==> config.mk <==
export PLATFORM = sky130hd
export DESIGN_NAME = ex_mem_pipe
export DESIGN_NICKNAME = d
export VERILOG_FILES = /design/src/rtl/ex_mem_pipe_pkg.sv /design/src/rtl/ex_mem_pipe_stage_reg.sv /design/src/rtl/ex_mem_pipe.sv
export SDC_FILE = /design/constraint.sdc
export NUM_CORES = 1
export LEC_CHECK = 0
export CORE_MARGIN = 5
export CORE_UTILIZATION = 38
export DETAILED_ROUTE_END_ITERATION = 7
export HOLD_SLACK_MARGIN = 0.1
export PLACE_DENSITY_LB_ADDON = 0.05
export SETUP_SLACK_MARGIN = 0.5
export SYNTH_ARGS = -nofsm -noshare
export SYNTH_HDL_FRONTEND = slang
export SYNTH_SLANG_ARGS = --single-unit
==> constraint.sdc <==
create_clock -name clk -period 1.2 [get_ports clk]
set_input_delay 0.24 -clock clk [delete_from_list [all_inputs] [get_ports clk]]
set_output_delay 0.24 -clock clk [all_outputs]
set_load 0.005 [all_outputs]
==> src/rtl/ex_mem_pipe_pkg.sv <==
// ex_mem_pipe_pkg: shared constants for the EX/MEM pipeline register.
//   RST_ENABLE / RST_DISABLE : active-low reset levels
//   STOP / NO_STOP           : stall request levels
//   NOP_REG_ADDR, ZERO_WORD  : values driven into an empty (bubble) slot
package ex_mem_pipe_pkg;

  localparam logic RST_ENABLE  = 1'b0;
  localparam logic RST_DISABLE = 1'b1;
  localparam logic STOP        = 1'b1;
  localparam logic NO_STOP     = 1'b0;

  localparam logic [4:0]  NOP_REG_ADDR = 5'd0;
  localparam logic [31:0] ZERO_WORD    = 32'd0;

endpackage

==> src/rtl/ex_mem_pipe_stage_reg.sv <==
// stage_reg: generic W-bit pipeline register with priority
//   reset > clear > hold > load.
// Ports:
//   clk  : rising-edge clock
//   rst  : synchronous reset, active low (q <= 0)
//   clr  : synchronous clear (q <= 0)
//   hold : keep current q
//   d    : next value on a load edge
//   q    : registered output
module stage_reg
  import ex_mem_pipe_pkg::*;
#(
  parameter int W = 8
) (
  input  logic         clk,
  input  logic         rst,
  input  logic         clr,
  input  logic         hold,
  input  logic [W-1:0] d,
  output logic [W-1:0] q
);

  always_ff @(posedge clk) begin
    if (rst == RST_ENABLE) q <= '0;
    else if (clr)          q <= '0;
    else if (!hold)        q <= d;
  end

endmodule

==> src/rtl/ex_mem_pipe.sv <==
// ex_mem_pipe: EX/MEM pipeline register with stall/bubble/flush control and
// a feedback path holding multi-cycle EX state (accumulator, step count).
// Ports:
//   clk, rst (sync, active low)
//   stall_ex, stall_mem, flush        : stall controller
//   ex_*                              : EX stage results
//   mem_*                             : registered copies to MEM
//   mem_valid                         : slot holds a real instruction
//   acc_fb, cnt_fb                    : held multi-cycle state back to EX
module ex_mem_pipe
  import ex_mem_pipe_pkg::*;
#(
  parameter int DATA_W = 32,
  parameter int ADDR_W = 5,
  parameter int ACC_W  = 64,
  parameter int CNT_W  = 2
) (
  input  logic              clk,
  input  logic              rst,
  input  logic              stall_ex,
  input  logic              stall_mem,
  input  logic              flush,
  input  logic [ADDR_W-1:0] ex_waddr,
  input  logic              ex_reg_we,
  input  logic [DATA_W-1:0] ex_alu_res,
  input  logic              ex_hi_we,
  input  logic              ex_lo_we,
  input  logic [DATA_W-1:0] ex_hi,
  input  logic [DATA_W-1:0] ex_lo,
  input  logic [ACC_W-1:0]  ex_acc,
  input  logic [CNT_W-1:0]  ex_cnt,
  output logic [ADDR_W-1:0] mem_waddr,
  output logic              mem_reg_we,
  output logic [DATA_W-1:0] mem_alu_res,
  output logic              mem_hi_we,
  output logic              mem_lo_we,
  output logic [DATA_W-1:0] mem_hi,
  output logic [DATA_W-1:0] mem_lo,
  output logic              mem_valid,
  output logic [ACC_W-1:0]  acc_fb,
  output logic [CNT_W-1:0]  cnt_fb
);

  // Pipeline bundle: valid bit rides with the payload so a clear
  // simultaneously empties the slot and drops every write enable.
  localparam int PIPE_W = ADDR_W + 3*DATA_W + 4;
  localparam int FB_W   = ACC_W + CNT_W;

  logic              pipe_clr, pipe_hold;
  logic              fb_clr;
  logic [PIPE_W-1:0] pipe_d, pipe_q;
  logic [FB_W-1:0]   fb_d, fb_q;

  // Pipeline: flush or a bubble (EX stalled, MEM moving) empties the slot;
  // a double stall freezes it; otherwise load.
  assign pipe_clr  = flush | ((stall_ex == STOP) & (stall_mem == NO_STOP));
  assign pipe_hold = (stall_ex == STOP) & (stall_mem == STOP);

  // Feedback: captured on every stalled edge, cleared on flush or whenever
  // EX advances, so the next multi-cycle op starts from step 0.
  assign fb_clr = flush | (stall_ex == NO_STOP);

  assign pipe_d = {1'b1, ex_waddr, ex_reg_we, ex_alu_res,
                   ex_hi_we, ex_lo_we, ex_hi, ex_lo};
  assign fb_d   = {ex_acc, ex_cnt};

  stage_reg #(.W(PIPE_W)) u_pipe (
    .clk  (clk),
    .rst  (rst),
    .clr  (pipe_clr),
    .hold (pipe_hold),
    .d    (pipe_d),
    .q    (pipe_q)
  );

  stage_reg #(.W(FB_W)) u_fb (
    .clk  (clk),
    .rst  (rst),
    .clr  (fb_clr),
    .hold (1'b0),
    .d    (fb_d),
    .q    (fb_q)
  );

  assign {mem_valid, mem_waddr, mem_reg_we, mem_alu_res,
          mem_hi_we, mem_lo_we, mem_hi, mem_lo} = pipe_q;
  assign {acc_fb, cnt_fb} = fb_q;

endmodule

# Word level (Yosys, flattened, before mapping)
# Cells that the tools add are included.
# op_classes
n_bitwise,7
n_reduce_logical,2
# ops
op,count
$reduce_or 2->1,2
$not 1->1,3
$and 1x1->1,2
$or 1x1->1,2
# totals
register_bits,171
out_inout_bits,171
inputBits,175
elab_cells,11

# Logic depth before layout (Yosys ltp)
# Gate-level depths: netlist of the first run.
# depth
ltp_word,4
ltp_mapped,5
depth_no_buf,2

# Modules after synthesis
# From an unflattened synthesis of the first run, not the netlist that was laid out.
# hier_totals
cells_unflattened,560
hier_area_um2,6208.5
# modules_own_cells
module,n_inst,area_per_inst_um2,cells_each,seq_area_each_um2
stage_reg at u_pipe,1,3781.1,340,2102.0
stage_reg at u_fb,1,2394.8,214,1321.3
ex_mem_pipe,1,32.5,6,0.0

# Least setup slack after synthesis of the first run
# OpenSTA, ideal clock, no wires.
# synth_path
path_type,input to register
from,input port stall_mem
to,register u_pipe.q[101]
path_buffers,3
arrival_time_ns,0.920
setup_ns,0.070
required_ns,1.130
path_stages,5
setup_slack_ns,0.210
path_cell_list,buf_2 -> buf_2 -> buf_2 -> nand3_1 -> a21oi_1
# synth_between
elab_chain_len,4
elab_cells_between_ends,5
classes_between,4 x bitwise; 1 x reduce/logical
# synth_rtl
element,line,rtl
from (decl),ex_mem_pipe.sv:21,"input logic stall_mem,"
$not 1->1,ex_mem_pipe.sv:56,assign pipe_clr = flush | ((stall_ex == STOP) & (stall_mem == NO_STOP));
$and 1x1->1,ex_mem_pipe.sv:56,
$or 1x1->1,ex_mem_pipe.sv:56,
$reduce_or 2->1 (no line),--,
to (signal assigned),ex_mem_pipe_stage_reg.sv:24,if (rst == RST_ENABLE) q <= '0;
to (signal assigned),ex_mem_pipe_stage_reg.sv:25,else if (clr) q <= '0;
to (signal assigned),ex_mem_pipe_stage_reg.sv:26,else if (!hold) q <= d;
to (decl),ex_mem_pipe_stage_reg.sv:20,output logic [W-1:0] q
# Parallel ways exist; a longest one is shown, timed or not.
# A chain may end at the register's enable or synchronous reset.

# Worst setup path in the final report of the first run
# layout_path
from,register u_pipe.q[36]
to,output port mem_hi[4]
# layout_rtl
element,line,rtl
to (decl),ex_mem_pipe.sv:37,"output logic [DATA_W-1:0] mem_hi,"
# No word-level cell between the ends.

==> results of run 1 <==
## what timing repair did
action,4_1_cts,5_1_grt
gates cloned,10,3
gates resized for setup,891,120
pin swaps,2,14
buffers inserted,57,25
setup endpoints to repair,342,304
## metrics by stage
| stage | TNS, ns | util [%] | hold slack, ns | cells | instance area (sq um) |
|---|---|---|---|---|---|
| after global placement | -26.34 | 64.7 | 0.452 | 1103 | 9840 |
| after floorplan | 0 | - | 0.386 | 614 | 6440 |
| final | 0 | 76.7 | 0.287 | 1229 | 11700 |
| after global routing | 0 | 76.7 | 0.282 | 1229 | 11700 |
| after CTS | 0 | 71.6 | 0.267 | 1201 | 10900 |
| after detailed placement | -29.43 | 64.7 | 0.458 | 1103 | 9840 |
## how the worst min path moves through the flow
stage | start | slack (ns) | cells past startpoint | endpoint
2_1_floorplan | ex_lo_we | 0.39 | 2 | u_pipe.q[64]
3_3_place_gp | u_pipe.q[104] | 0.45 | 2 | u_pipe.q[104]
3_5_place_dp | u_pipe.q[94] | 0.46 | 2 | u_pipe.q[94]
4_1_cts | stall_ex | 0.27 | 4 | u_pipe.q[16]
5_1_grt | stall_ex | 0.28 | 4 | u_pipe.q[15]
6_report | stall_ex | 0.29 | 4 | u_pipe.q[16]
## where the power goes
part	switching, mW	internal [mW]	total (mW)
Sequential	0.0925	5.86	5.96
Combinational	0.727	1.19	1.92
Clock	2.23	3.30	5.52
## final cells by class
| type | count | area, sq um | share of cell area (%) |
|---|---|---|---|
| repair buffers | 456 | 4510 | 38.7 |
| multi-input cells | 383 | 2730 | 23.4 |
| clock buffers | 23 | 488 | 4.18 |
| well taps | 188 | 235 | 2.02 |
| flip-flops and latches | 171 | 3590 | 30.8 |
| clock inverters | 8 | 109 | 0.933 |
## cell usage after synthesis
cell type / n / area [sq um]
a21oi_1: 105 / 526
and3_1: 66 / 413
buf_1: 2 / 7.51
buf_12: 1 / 20.0
buf_2: 15 / 75.1
buf_4: 1 / 7.51
buf_6: 10 / 113
clkbuf_1: 27 / 101
clkbuf_2: 5 / 25.0
dfxtp_1: 171 / 3420
nand2_1: 1 / 3.75
nand2b_1: 105 / 657
nand3_1: 104 / 521
nor2b_1: 1 / 6.26
## kinds of logic after synthesis
family                 Yosys count
flip-flops                     171
AND/OR/NAND/NOR                277
buffers and inverters           61
AO/OA/AOI/OAI                  105
## layer usage
metal / share of wire, % / GRT usage (%) / vias to the layer above
met5: 0 / 0 / -
met4: 3.2 / 9.16 / 0
met3: 9.0 / 9.35 / 50
met2: 50 / 40.1 / 251
met1: 38 / 25.8 / 2879
li1: - / - / 2926
## state kept, by name, summed over array words and instances, names as in the netlist
name	count
u_fb.q	66
u_pipe.q	105
==> key figures, run 1 <==
Placement
  – Number of I/O port buffers: roughly 350
  – Pre-CTS WS: -0.207 ns
  – HPWL after DPL: ~15000 microns
  – Gpl congestion: just under 0.8

STA
  – Final setup fails: 0
  – Fin crit period: 1.11 ns
  – FMAX: about 0.90 GHz
  – Worst-margin pin slew: 0.322 ns
  – Clock Skews: 0 ns
  – Setup ws final: ~0.086 ns
  – Slew headroom: between 70% and 80%
  – Endpoints failing hold: 0
  – Crit share post-route: between 90% and 100%
  – Slew Viols, Final: 0
  – RSZ-0062 raised after global routing: true

Floorplan
  – Die Wd: approximately 130 microns
  – Die area: approximately 0.018 sq mm
  – I/O Pins: 346
  – DIE HEIGHT: 135 microns
  – Std-Cell Rows: 45
  – Initial Util: between 30% and 40%
  – Core area: between 0.015 and 0.02 sq mm

Setup path
  – Critical Path Start: u_pipe.q[36]
  – CP max stage cell: dfxtp_2
  – R2r worst-path depth: 4
  – CP Cell Sequence: buf_6
  – Number of cells on the critical path: 1
  – Crit-path max FO: 2
  – Worst path max stage delay: between 0.3 and 0.4 ns
  – Buf/Inv on CP: 1
  – Cell family with most CP delay: flip-flops
  – Worst reg2reg setup slack: 0.37 ns
  – Worst setup EP type: output port
  – Critical path class: flop to output port
  – Worst R2R End: u_pipe.q[34]
  – Setup crit start kind: flop
  – CP arrival: between 0.8 and 0.9 ns
  – CP endpoint: mem_hi[4]
  – Worst endpoint required time: between 0.9 and 1 ns
  – RR Startpoint: u_pipe.q[34]

Logic synthesis
  – Simple-gate share of the synthesized area: a little over a quarter
  – Post-Synth Adder-Cell Area: 0%
  – Post-synthesis register bit count: ~170
  – Xor/xnor share of the synthesized area: 0%
  – Seq/Total Area, Yosys: 58.0%
  – Synth Net Count: between 700 and 800
  – Mux contribution to synthesized area: 0%
  – Synthesized area per cell: just under 10 sq um
  – Synth Area in Compound Gates: under 10%
  – Cells after Synth: approximately 600
  – Number of library cell types mapped by synthesis: 14
  – Largest family of logic cells by synthesized area: simple AND/OR/NAND/NOR gates
  – Synthesized area: roughly 0.0059 sq mm
  – Yosys warning count: 0

Clock network
  – Hold Buf Count CTS: 0
  – CTS tree: done
  – CTS Buffer Depth: 2
  – Number of buffers created by CTS: 17
  – Clock slew at reported path FFs: ~0.06 ns
  – Root buffer cell: clkbuf_16
  – H-tree lvl count: 4
  – CTS Sinks: about 170
  – Clock latency on the worst-skew pair: ~0.42 ns

GRT
  – Pin count of the biggest net entering global routing: 91
  – First-pass GRT wire length: 32900 microns
  – Total GRT Usage: between 20% and 30%
  – Vias in the first global route: around 6000
  – Initial antenna violation count: 0
  – Congestion Overflow GR: 0

Min path
  – Hold Crit Class: input port to flop

Finish
  – Fillers: 1000
  – Antenna Cells: 0
  – Commonest non-fill, non-tap cell in the layout: clkdlybuf4s50_1
  – Most frequent cells in the layout: clkdlybuf4s50_1 (170), dfxtp_2 (133), buf_6 (121)
  – Share of cells above drive strength 1: between 50 and 60%
  – Synth-to-layout area growth: 97.7%
  – Fin nets: between 1000 and 1500

Routing
  – Vias/cell: 4.97
  – Final WL: approximately 23000 microns
  – # DRC: 0
  – DR iter-0 viols: approximately 270
  – Routed Antenna Nets: 0
  – WL per Instance: roughly 19 microns
  – First-pass DRT Iterations: 4
  – Vias: 6106

Pwr
  – Design Power: approximately 13 mW
  – Cell Pwr Density: roughly 1100 mW/mm^2
  – Peak VDD IR: approximately 1.0 mV
  – LEAKAGE: approximately 5.0 nW

Job
  – Max_cap viols: 0

Outcome
  – Status: completed
Power figures use the tool's default switching activity.
==> run 2: changes to the inputs <==
Settings changed: PLACE_DENSITY from default to 0.85, PLACE_DENSITY_LB_ADDON 0.05 to default, SKIP_CTS_REPAIR_TIMING from default to 1.
==> run 2 against run 1 <==
Worst hold slack got worse by 0.16 ns; fmax down 1.7%; final area shrank 4.3%; register-to-register slack better by 0.08 ns; die area unchanged; critical path type unchanged; largest cell class unchanged.
==> key figures, run 2 (synthesis gave the netlist of run 1 again) <==
Floorplan
  – Die Wd: 135 microns (unchanged)
  – I/O Pins: 346 (unchanged)
  – Core area: 0.0152 sq mm (unchanged)
  – DIE HEIGHT: 135 microns (unchanged)
  – Die area: 0.0181 sq mm (unchanged)
  – Std-Cell Rows: 45 (unchanged)
  – Initial Util: 38.8% (unchanged)

Placement
  – Number of I/O port buffers: 345 (unchanged)
  – Pre-CTS WS: -0.238 ns (-0.0310 ns)
  – Gpl congestion: 0.815 (+3.1%)
  – HPWL after DPL: 15000 microns (+0.91%)

Routing
  – Vias: 5999 (-1.8%)
  – First-pass DRT Iterations: 7 (+3)
  – DR iter-0 viols: 311 (+14%)
  – # DRC: 0 (unchanged)
  – Vias/cell: 4.97 (about the same)
  – Final WL: 22900 microns (+0.54%)
  – WL per Instance: 18.9 microns (+2.3%)
  – Routed Antenna Nets: 0 (unchanged)

Finish
  – Top flop regs: u_pipe.q x105, u_fb.q x66
  – Max reg flops: 105 (unchanged)
  – Fin nets: 1182 (-1.8%)
  – Most frequent cells in the layout: clkdlybuf4s50_1 (170), dfxtp_2 (131), nand2b_1 (104)
  – Fillers: 1001 (+0.10%)
  – Antenna Cells: 0 (unchanged)
  – Reg with most FFs: u_pipe.q
  – Sequential cell area: 0.00359 sq mm (about the same)
  – Synth-to-layout area growth: 89.1%
  – Share of cells above drive strength 1: 52.6% (-2.8 points)
  – Multi-input logic area: 0.00264 sq mm (-3.3%)
  – Commonest non-fill, non-tap cell in the layout: clkdlybuf4s50_1

Setup path
  – CP Cell Sequence: clkbuf_2
  – Setup crit start kind: flop
  – CP endpoint: mem_hi[12]
  – Critical path class: flop to output port
  – Worst endpoint required time: 0.96 ns (about the same)
  – R2r worst-path depth: 3 (-1)
  – Crit-path max FO: 2 (unchanged)
  – Cell family with most CP delay: flip-flops
  – Worst setup EP type: output port
  – Worst reg2reg setup slack: 0.45 ns (+0.08 ns)
  – Critical Path Start: u_pipe.q[44]
  – Worst R2R End: u_pipe.q[72]
  – RR Startpoint: u_pipe.q[72]
  – Number of cells on the critical path: 1 (unchanged)
  – CP arrival: 0.89 ns (+0.02 ns)
  – Buf/Inv on CP: 1 (unchanged)
  – CP max stage cell: dfxtp_2
  – Worst path max stage delay: 0.34 ns (about the same)

Clock network
  – CTS Buffer Depth: 2 (unchanged)
  – CTS Sinks: 171 (unchanged)
  – H-tree lvl count: 4 (unchanged)
  – Number of buffers created by CTS: 17 (unchanged)
  – Clock slew at reported path FFs: 0.07 ns (about the same)
  – CTS tree: done
  – Clock latency on the worst-skew pair: 0.43 ns (about the same)
  – Root buffer cell: clkbuf_16

GRT
  – Initial antenna violation count: 0 (unchanged)
  – Met1 Resource Use GR: 25.3% (-0.53 points)
  – Global Route met3 Usage: 5.10% (-4.2 points)
  – Pin count of the biggest net entering global routing: 50 (-45%)
  – Vias in the first global route: 5490 (-9.2%)
  – Total GRT Usage: 21.6% (-1.7 points)
  – Congestion Overflow GR: 0 (unchanged)
  – First-pass GRT wire length: 30400 microns (-7.6%)
  – Busiest grt layer: met2
  – GR Layer Usage met2: 37.5% (-2.5 points)

STA
  – FMAX: 0.882 GHz (-1.7%)
  – Setup TNS: 0 ns (unchanged)
  – Worst-margin pin slew: 0.290 ns (-0.0321 ns)
  – Endpoints failing hold: 0 (unchanged)
  – Slew Viols, Final: 0 (unchanged)
  – Fin crit period: 1.13 ns (+0.0195 ns)
  – RSZ-0062 raised after global routing: true
  – Clock Skews: 0 ns (unchanged)
  – Slew headroom: 80.7% (+2.1 points)
  – Crit share post-route: 94.5% (+1.6 points)
  – Setup ws final: 0.0665 ns (-0.0195 ns)
  – Final setup fails: 0 (unchanged)

Pwr
  – Cell Pwr Density: 1200 mW/mm^2 (+4.4%)
  – Design Power: 13.4 mW (-0.13%)
  – Peak VDD IR: 0.887 mV (-12%)
  – LEAKAGE: 4.73 nW (-4.8%)

Min path
  – Hold Crit Class: input port to flop

Outcome
  – Status: completed

Job
  – Max_cap viols: 0 (unchanged)
[run 2: cell types whose count changed in the layout (fill, tap and decap cells not counted), moves of 9 or more]
cell,change
buf_16,-9
buf_2,-32
a21oi_2,-22
clkbuf_2,+43
a21oi_1,+22
buf_6,-22
[run 2: through the flow]
| step | hold slack (ns) | instances | utilization, % | instance area [sq um] |
|---|---|---|---|---|
| floorplan | 0.386 | 614 | - | 6440 |
| global placement | 0.449 | 1114 | 65.3 | 9930 |
| detailed placement | 0.457 | 1114 | 65.3 | 9930 |
| CTS | 0.154 | 1146 | 69.3 | 10500 |
| global route | 0.118 | 1208 | 73.4 | 11200 |
| finish | 0.130 | 1208 | 73.4 | 11200 |
[run 2: how the worst min path moves through the flow]
stage	start	to	slack (ns)	depth (start not counted)
final	rst	u_pipe.q[95]	0.13	3
after global routing	rst	u_pipe.q[95]	0.12	3
after CTS	stall_ex	u_pipe.q[29]	0.15	3
after detailed placement	u_pipe.q[104]	u_pipe.q[104]	0.46	2
after global placement	u_pipe.q[104]	u_pipe.q[104]	0.45	2
after floorplan	ex_lo_we	u_pipe.q[64]	0.39	2
[run 2: report_power, final]
group,total (mW),internal (mW),switching [mW]
sequential,5.95,5.86,0.0925
clock,5.64,3.16,2.49
combinational,1.78,1.09,0.693
[run 2: per-layer routing]
layer	vias up	share of wire, %
met4	0	2.8
li1	2873	-
met1	2860	38
met5	-	0
met2	217	54
met3	49	5.6
[run 2: layout make-up]
type,instances,area share [%]
clock buffer,18,3.85
clock inverter,14,1.55
multi-input combinational,382,23.7
sequential,171,32.2
tap,188,2.11
timing repair buffer,435,36.7
